$ cat src/rtl/cpu_bus_target.sv
// cpu_bus_target: 68030-style bus responder for cycles mastered by the SDMAC CPU state
// machine. AS_/DS_ are synchronised, WAIT_CNT wait states are inserted, and the cycle is
// then terminated with DSACK1_/DSACK0_ for a 32-bit port, or with DSACK1_ only for a
// 16-bit port. The backing store is a word-addressed RAM with byte-lane writes.
//
// Ports:
//   CLK, RST            clock; synchronous active-high reset
//   AS_, DS_            address/data strobes, active low, asynchronous to CLK
//   R_W, SIZ, ADDR      direction (1 = read), transfer size, byte address
//   DATA_IN             write data; port byte lane n = DATA_IN[31-8n -: 8]
//   WAIT_CNT            wait states, sampled at cycle start
//   DATA_OUT, DATA_OE   read data and its bus-drive enable
//   DSACK0_, DSACK1_    data-transfer acknowledge, active low
//   CYC_CNT             count of acknowledged cycles, wrapping
module cpu_bus_target #(
  parameter int unsigned ADDR_W = 6,
  parameter bit          PORT16 = 1'b0
) (
  input  logic              CLK,
  input  logic              RST,
  input  logic              AS_,
  input  logic              DS_,
  input  logic              R_W,
  input  logic [1:0]        SIZ,
  input  logic [ADDR_W-1:0] ADDR,
  input  logic [31:0]       DATA_IN,
  input  logic [3:0]        WAIT_CNT,
  output logic [31:0]       DATA_OUT,
  output logic              DATA_OE,
  output logic              DSACK0_,
  output logic              DSACK1_,
  output logic [15:0]       CYC_CNT
);

  localparam int unsigned Depth = 2 ** (ADDR_W - 2);

  typedef enum logic [1:0] {StIdle, StWait, StAck, StHold} state_e;

  state_e state_q, state_d;
  logic as_q1, as_s, ds_q1, ds_s;
  logic armed_q;
  logic [3:0] wcnt_q, wcnt_d;
  logic [ADDR_W-1:0] addr_q;
  logic [1:0] siz_q;
  logic rw_q;
  logic [31:0] data_q;
  logic [15:0] cyc_q;
  logic [31:0] mem [Depth];

  logic start, ack_go, rel, wr_go;
  logic [ADDR_W-1:0] cur_addr;
  logic [1:0] cur_siz;
  logic cur_rw;
  logic [31:0] cur_data;
  logic [ADDR_W-3:0] cur_idx;
  logic [1:0] lane_start;
  logic [2:0] lane_cnt, lane_end;
  logic [3:0] en, be;
  logic [31:0] wdata, rd_word, rd_data;

  assign CYC_CNT = cyc_q;

  // A cycle begun this edge acts on the live bus inputs; later states use the latched copy.
  always_comb begin
    cur_addr = addr_q;
    cur_siz  = siz_q;
    cur_rw   = rw_q;
    cur_data = data_q;
    if (state_q == StIdle) begin
      cur_addr = ADDR;
      cur_siz  = SIZ;
      cur_rw   = R_W;
      cur_data = DATA_IN;
    end
  end

  always_comb begin
    state_d = state_q;
    wcnt_d  = wcnt_q;
    start   = 1'b0;
    ack_go  = 1'b0;
    rel     = 1'b0;
    unique case (state_q)
      StIdle: begin
        // armed_q stops a strobe held low from starting a second cycle.
        if (armed_q && !as_s && !ds_s) begin
          start  = 1'b1;
          wcnt_d = WAIT_CNT;
          if (WAIT_CNT == 4'd0) begin
            ack_go  = 1'b1;
            state_d = StAck;
          end else begin
            state_d = StWait;
          end
        end
      end
      StWait: begin
        if (as_s) begin
          state_d = StIdle;
        end else if (wcnt_q == 4'd1) begin
          ack_go  = 1'b1;
          state_d = StAck;
        end else begin
          wcnt_d = wcnt_q - 4'd1;
        end
      end
      StAck: state_d = StHold;
      StHold: begin
        if (as_s) begin
          rel     = 1'b1;
          state_d = StIdle;
        end
      end
      default: state_d = StIdle;
    endcase
  end

  // Byte lanes: start lane, SIZ bytes (00 = 4), clipped at the last port lane.
  always_comb begin
    cur_idx    = cur_addr[ADDR_W-1:2];
    lane_start = PORT16 ? {1'b0, cur_addr[0]} : cur_addr[1:0];
    lane_cnt   = (cur_siz == 2'b00) ? 3'd4 : {1'b0, cur_siz};
    lane_end   = {1'b0, lane_start} + lane_cnt;
    en         = '0;
    for (int n = 0; n < 4; n++) begin
      en[n] = (3'(n) >= {1'b0, lane_start}) && (3'(n) < lane_end) && (!PORT16 || n < 2);
    end
    rd_word = mem[cur_idx];
    if (PORT16) begin
      // Port lanes 0/1 map onto RAM bytes 0/1 (upper half) or 2/3 (lower half).
      be      = cur_addr[1] ? {en[1], en[0], 2'b00} : {2'b00, en[1], en[0]};
      wdata   = {cur_data[31:16], cur_data[31:16]};
      rd_data = cur_addr[1] ? {rd_word[15:0], 16'h0000} : {rd_word[31:16], 16'h0000};
    end else begin
      be      = en;
      wdata   = cur_data;
      rd_data = rd_word;
    end
  end

  assign wr_go = ack_go && !cur_rw && !RST;

  always_ff @(posedge CLK) begin
    if (wr_go) begin
      for (int b = 0; b < 4; b++) begin
        if (be[b]) mem[cur_idx][31-8*b -: 8] <= wdata[31-8*b -: 8];
      end
    end
  end

  always_ff @(posedge CLK) begin
    if (RST) begin
      as_q1    <= 1'b1;
      as_s     <= 1'b1;
      ds_q1    <= 1'b1;
      ds_s     <= 1'b1;
      armed_q  <= 1'b0;
      state_q  <= StIdle;
      wcnt_q   <= 4'd0;
      addr_q   <= '0;
      siz_q    <= 2'b00;
      rw_q     <= 1'b0;
      data_q   <= 32'h0;
      cyc_q    <= 16'h0000;
      DATA_OUT <= 32'h0;
      DATA_OE  <= 1'b0;
      DSACK0_  <= 1'b1;
      DSACK1_  <= 1'b1;
    end else begin
      as_q1   <= AS_;
      as_s    <= as_q1;
      ds_q1   <= DS_;
      ds_s    <= ds_q1;
      state_q <= state_d;
      wcnt_q  <= wcnt_d;
      if (start) armed_q <= 1'b0;
      else if (as_s) armed_q <= 1'b1;
      if (start) begin
        addr_q <= ADDR;
        siz_q  <= SIZ;
        rw_q   <= R_W;
        data_q <= DATA_IN;
      end
      if (ack_go) begin
        DSACK1_ <= 1'b0;
        DSACK0_ <= PORT16;
        cyc_q   <= cyc_q + 16'd1;
        if (cur_rw) begin
          DATA_OUT <= rd_data;
          DATA_OE  <= 1'b1;
        end
      end else if (rel) begin
        DSACK1_ <= 1'b1;
        DSACK0_ <= 1'b1;
        DATA_OE <= 1'b0;
      end
    end
  end

endmodule

$ cat config.mk
export PLATFORM = sky130hd
export DESIGN_NAME = cpu_bus_target
export DESIGN_NICKNAME = d
export VERILOG_FILES = /design/src/rtl/cpu_bus_target.sv
export SDC_FILE = /design/constraint.sdc
export NUM_CORES = 1
export LEC_CHECK = 0
export ABC_CLOCK_PERIOD_IN_PS = 4980
export CAP_MARGIN = 20
export CORE_MARGIN = 3
export CORE_UTILIZATION = 45
export CTS_BUF_LIST = sky130_fd_sc_hd__clkbuf_16
export DETAILED_ROUTE_END_ITERATION = 10
export SKIP_CTS_REPAIR_TIMING = 1
export SKIP_LAST_GASP = 1
export SYNTH_ARGS = -nofsm -noshare
export SYNTH_HDL_FRONTEND = slang
export SYNTH_SLANG_ARGS = --single-unit
$ cat constraint.sdc
create_clock -name CLK -period 4.98 [get_ports CLK]
set_input_delay 1.494 -clock CLK [delete_from_list [all_inputs] [get_ports CLK]]
set_output_delay 1.494 -clock CLK [all_outputs]
set_load 0.01 [all_outputs]
==> results_dict.tcl, run 1 <==
set metrics [dict create \
    finalCriticalPeriod_ps 3960 \
    synth_cell_type_count 47 \
    worst_slew_pin_slew_ps 1030 \
    p_leak_nw 8.76 \
    power_density_mw_per_mm2 377 \
    cp_max_fo 8 \
    clkTransAtPathRegs_ps 60 \
    post_drt_wl_per_cell_um 22.8 \
    viasPerCell 5.70 \
    slowest_stage "nor3_1" \
    routed-via-count 14500 \
    clockBufferDepth 3 \
    start_util_pct 45.9 \
    row_count 82 \
    async_flop_share_pct 0 \
    grt_pass1_wl_um 87600 \
    ir_worst_vdd_mv 0.215 \
    syn_to_final_growth_pct 17.9 \
    first_global_vias 14400 \
    track_usage_pct 21.3 \
    tns_ps 0 \
    die_h_um 233 \
    arrival_ps 4180 \
    setup_viol 0 \
    start_kind "primary input" \
    cts.sinks 614 \
    crit_family "simple AND/OR/NAND/NOR gates" \
    netlist_area_sq_mm 0.0232 \
    final_cell_mix "edfxtp_1 (512), a22oi_1 (257), nand2_1 (214)" \
    synth-seq-cells 614 \
    ios 100 \
    cp-end-kind "register" \
    fin_crit_sh_pct 79.6 \
    clock_skew_ps 20.5 \
    rsz0062_at_grt "false" \
    final_nets 1878 \
    postSynthAreaPerCell_sq_um 13.9 \
    diodes 0 \
    slew_violations 0 \
    coreArea_sq_mm 0.0506 \
    timing.fmax_ghz 0.252 \
    seq_area_frac_synth_pct 75.0 \
    firstDrtPassIters 5 \
    path_buf_inv 2 \
    fin_cells 2544 \
    synth_edf_count 512 \
    dp_hpwl_um 36600 \
    postSynthCellCount 1673 \
    drt_wl_total_um 58100 \
    cp_slowest_stage_delay_ps 840 \
    die_x_um 233 \
    place_ws_ps 388 \
    first_iter_violations 1390 \
    hold_path.class "register to register" \
    cp_data_required_time_ps 5200 \
    final_common_cell "edfxtp_1" \
    die_area_sq_mm 0.0544 \
    grt_overflow 0 \
    synth_fp_nets 1727 \
    drive_gt1_share_pct 10.8 \
    clk_latency_ps 610 \
    finalWorstSetupSlack_ps 1020 \
    port_buffers 99 \
    worstPathCellList "clkdlybuf4s50_1, mux2i_1, inv_1, ha_1, fa_1, xnor2_1, o221ai_2, nor3_1" \
    status "completed" \
    grt_max_degree 66 \
    yosysWarnings 0 \
    ant_nets 0 \
    numCtsBuffers 61 \
    slew-limit-headroom_pct 31.0 \
    cts_root_buf "clkbuf_16" \
    place.gp.congestion 0.809 \
    tritoncts "built" \
    drc 0 \
    h-tree-depth 2 \
    synth_flop_cell "edfxtp_1" \
    drv_cap 0 \
    hold_viol_final 0 \
    antenna_found_initial 0 \
    dp.cells 2433 \
    worst-setup-path-type "primary input to register" \
]
flip-flops by register name, indices dropped and copies added (netlist names), 2 cells and up:
signal and cells:
data_q 32, addr_q 6, state_q 2, wcnt_q 4, DATA_OUT 32, mem 512
siz_q 2, CYC_CNT 16
path summary, 6_finish.rpt:
check | start | to | slack [ps] | cells after the start
setup reg to reg | state_q[1] | mem[15][10] | 1210 | 8
setup / recovery | ADDR[0] | mem[15][10] | 1020 | 8
hold reg to reg | as_q1 | as_s | 410 | 1
hold / removal | as_q1 | as_s | 410 | 1
through the flow:
stage               hold WS, ps  instance area, sq um  total power, mW  util, %
floorplan                   389                 23200             5.94        -
global placement            393                 25500             6.16     50.5
detailed placement          399                 25500             6.17     50.5
CTS                         413                 27400             10.4     54.1
global route                427                 27400             10.6     54.1
finish                      410                 27400             10.3     54.1
power by group:
group / leakage [nW] / total [mW] / switching, mW / internal, mW
Combinational: 2.38 / 0.487 / 0.342 / 0.145
Clock: 0.957 / 4.26 / 1.86 / 2.41
Sequential: 5.42 / 5.57 / 0.00217 / 5.57
Total: 8.76 / 10.3 / 2.20 / 8.12
worst reg2reg max path: cells and delay by family, from the launching register on:
kind	cells	cell delay, ps
fa+ha+maj	2	590
mux	1	310
buf+inv	1	80
xor+xnor	1	270
compound gates	1	310
simple gates	2	1370
flops	1	470
kinds of logic after synthesis:
group,Yosys count,share of synthesized area [%]
adder cells (fa/ha/maj),5,0.302
XOR/XNOR,16,0.603
AO/OA/AOI/OAI,495,14.0
flip-flops,614,75.0
buffers and inverters,124,2.20
multiplexers,4,0.172
AND/OR/NAND/NOR,415,7.68
cell usage after synthesis (all sizes together), types with 2 or more instances:
library cell,n,area [sq um]
edfxtp,512,15400
dfxtp,102,2040
and2,2,12.5
o211ai,2,15.0
a21oi,176,881
nor2,115,432
nor4,33,206
nor3,10,50.1
clkbuf,74,278
a22oi,257,1930
or4,2,15.0
mux2i,4,40.0
ha,4,50.1
o21ai,11,55.1
nor3b,5,42.5
buf,39,191
a31oi,4,25.0
or4b,2,20.0
or3,2,17.5
o21a,3,22.5
xor2,9,78.8
nand2,214,803
o31ai,2,15.0
a211oi,34,255
nand4,4,25.0
or2,5,31.3
nand2b,6,37.5
nand3,10,50.1
a2111oi,2,23.8
inv,11,41.3
xnor2,7,61.3
or3b,2,17.5
metal layers:
metal  part of all wire (%)  global-route usage (%)
met1                     44                    30.0
met2                     47                    34.0
met3                    7.2                    4.56
met4                    1.9                    5.52
met5                      0                       0
area by class of cell:
| type | instances | area [sq um] |
|---|---|---|
| inverters | 11 | 41.3 |
| well taps | 672 | 841 |
| fillers | 4164 | 23200 |
| clock inverters | 50 | 315 |
| clock buffers | 61 | 1530 |
| repair buffers | 201 | 1830 |
| multi-input cells | 935 | 5410 |
| flip-flops and latches | 614 | 17400 |
Power figures use the tool's default switching activity.
==> inputs of run 2 (changes only) <==
- ABC_CLOCK_PERIOD_IN_PS: 4980 -> 3700
- clock period: 4.98 -> 3.7 ns (I/O delays scaled with it)
==> run 2 against run 1 <==
Against the previous run:
- setup slack worse by 630 ps
- largest power group unchanged
- die area stayed put
- clock skew is 9.9 ps lower
- sequential power is 35% higher
- global-route usage is 0.47 points higher
- cell count is 2.1% higher
- flip-flop and latch count stayed put
- via count is 1.6% higher
- highest routed layer unchanged
- design area is 1.8% higher
- register-to-register slack worse by 610 ps
- utilization is 0.97 points higher
- clock power is 31% higher
==> results_dict.tcl, run 2 (synthesis results as in run 1) <==
set metrics [dict create \
    status "completed" \
    tritoncts "built" \
    ant_nets 0 \
    rsz0062_at_grt "false" \
    regMostFlops "mem" \
    place.gp.congestion 0.797 \
    hold_viol_final 0 \
    die_h_um 233 \
    arrival_ps 3550 \
    cp_slowest_stage_delay_ps 580 \
    drc 0 \
    reg2reg_to "mem[4][21]" \
    setup_viol 0 \
    dp_hpwl_um 38900 \
    cp_max_fo 14 \
    start_util_pct 45.9 \
    slew-limit-headroom_pct 39.8 \
    multi_input_area_sq_mm 0.00541 \
    h-tree-depth 2 \
    p_leak_nw 9.05 \
    drt_wl_total_um 59400 \
    ios 100 \
    post_dp_cell_area_sq_mm 0.0261 \
    hold_depth 1 \
    die_area_sq_mm 0.0544 \
    row_count 82 \
    ir_worst_vdd_mv 0.385 \
    grt_pass1_wl_um 89100 \
    slew_violations 0 \
    syn_to_final_growth_pct 20.0 \
    diodes 0 \
    coreArea_sq_mm 0.0506 \
    timing.fmax_ghz 0.302 \
    clockBufferDepth 3 \
    final_nets 1930 \
    finalWorstSetupSlack_ps 388 \
    grt_overflow 0 \
    worst-r2r-setup-slack_ps 600 \
    cts_root_buf "clkbuf_16" \
    crit_family "buffers and inverters" \
    finalCriticalPeriod_ps 3310 \
    slowest_stage "nor2_1" \
    die_x_um 233 \
    first_iter_violations 1555 \
    power_density_mw_per_mm2 494 \
    worst_slew_pin_slew_ps 901 \
    drv_cap 0 \
    start_kind "primary input" \
    largest_reg_flops 512 \
    hp-start "as_q1" \
    port_buffers 99 \
    numCtsBuffers 60 \
    tns_ps 0 \
    track_usage_pct 21.8 \
    grt_max_degree 60 \
    worst-setup-path-type "primary input to register" \
    first_global_vias 14300 \
    final_common_cell "edfxtp_1" \
    antenna_found_initial 0 \
    path_buf_inv 3 \
    cp-end-kind "register" \
    final_cell_mix "edfxtp_1 (512), a22oi_1 (257), nand2_1 (214)" \
    post_drt_wl_per_cell_um 22.9 \
    final_util_pct 55.1 \
    regArea_sq_mm 0.0174 \
    cts.sinks 614 \
    cp_data_required_time_ps 3940 \
    fin_cells 2597 \
    clk_latency_ps 610 \
    whs_endpoint "as_s" \
    clock_skew_ps 10.6 \
    place_ws_ps -199 \
    r2r_start "wcnt_q[0]" \
    r2r_cells 8 \
    worstPathCellList "clkdlybuf4s50_1, mux2i_1, inv_1, ha_1, fa_1, xnor2_1, o211ai_1, buf_12, nor2_1" \
    viasPerCell 5.67 \
    dp.cells 2486 \
    drive_gt1_share_pct 13.5 \
    fillCellCount 4077 \
    cp_num_cells 9 \
    fin_crit_sh_pct 89.5 \
    firstDrtPassIters 5 \
    hold_path.class "register to register" \
    routed-via-count 14700 \
    clkTransAtPathRegs_ps 60 \
    top_regs "mem x512, DATA_OUT x32, data_q x32" \
    design_area_sq_mm 0.0279 \
]
run 2: layout make-up:
class / instances / share of cell area (%)
sequential: 614 / 62.5
multi-input combinational: 935 / 19.4
timing repair buffer: 254 / 8.48
clock buffer: 61 / 5.48
tap: 672 / 3.02
clock inverter: 50 / 0.974
inverter: 11 / 0.148
run 2: worst max path at each step:
stage,startpoint,end,slack (ps)
final,ADDR[0],mem[4][21],390
after global routing,ADDR[0],mem[4][20],230
after CTS,ADDR[0],mem[4][20],440
after detailed placement,ADDR[0],mem[4][21],-200
after global placement,ADDR[0],mem[15][9],-180
after floorplan,ADDR[0],mem[15][16],160
run 2: report_power, final:
group | internal, mW | switching [mW] | total [mW]
Sequential | 7.49 | 0.00303 | 7.50
Combinational | 0.235 | 0.479 | 0.714
Clock | 3.10 | 2.46 | 5.57
run 2: worst register-to-register path: stages (launching register included):
cell,delay [ps]
dfxtp_1,380
ha_1,190
or3b_1,370
or3_4,410
and2_1,220
nor3b_2,220
o211ai_1,170
buf_12,190
nor2_1,590
run 2: per-stage QoR:
| step | hold WS (ps) | total power [mW] |
|---|---|---|
| finish | 406 | 13.8 |
| global route | 424 | 14.2 |
| CTS | 410 | 13.9 |
| detailed placement | 396 | 8.36 |
| global placement | 394 | 8.34 |
| floorplan | 389 | 7.99 |
run 2: per-layer routing:
metal / vias to the layer above / share of wire (%) / global-route usage [%]
li1: 6837 / - / -
met4: 0 / 2.2 / 5.91
met1: 7260 / 45 / 31.8
met2: 539 / 46 / 33.9
met3: 90 / 6.5 / 3.77
met5: - / 0 / 0
==> inputs of run 3 (changes only) <==
- CAP_MARGIN: 20 -> not set
==> results of run 3 <==
Same layout as run 2: the final DEF is identical, and so are final timing and power.
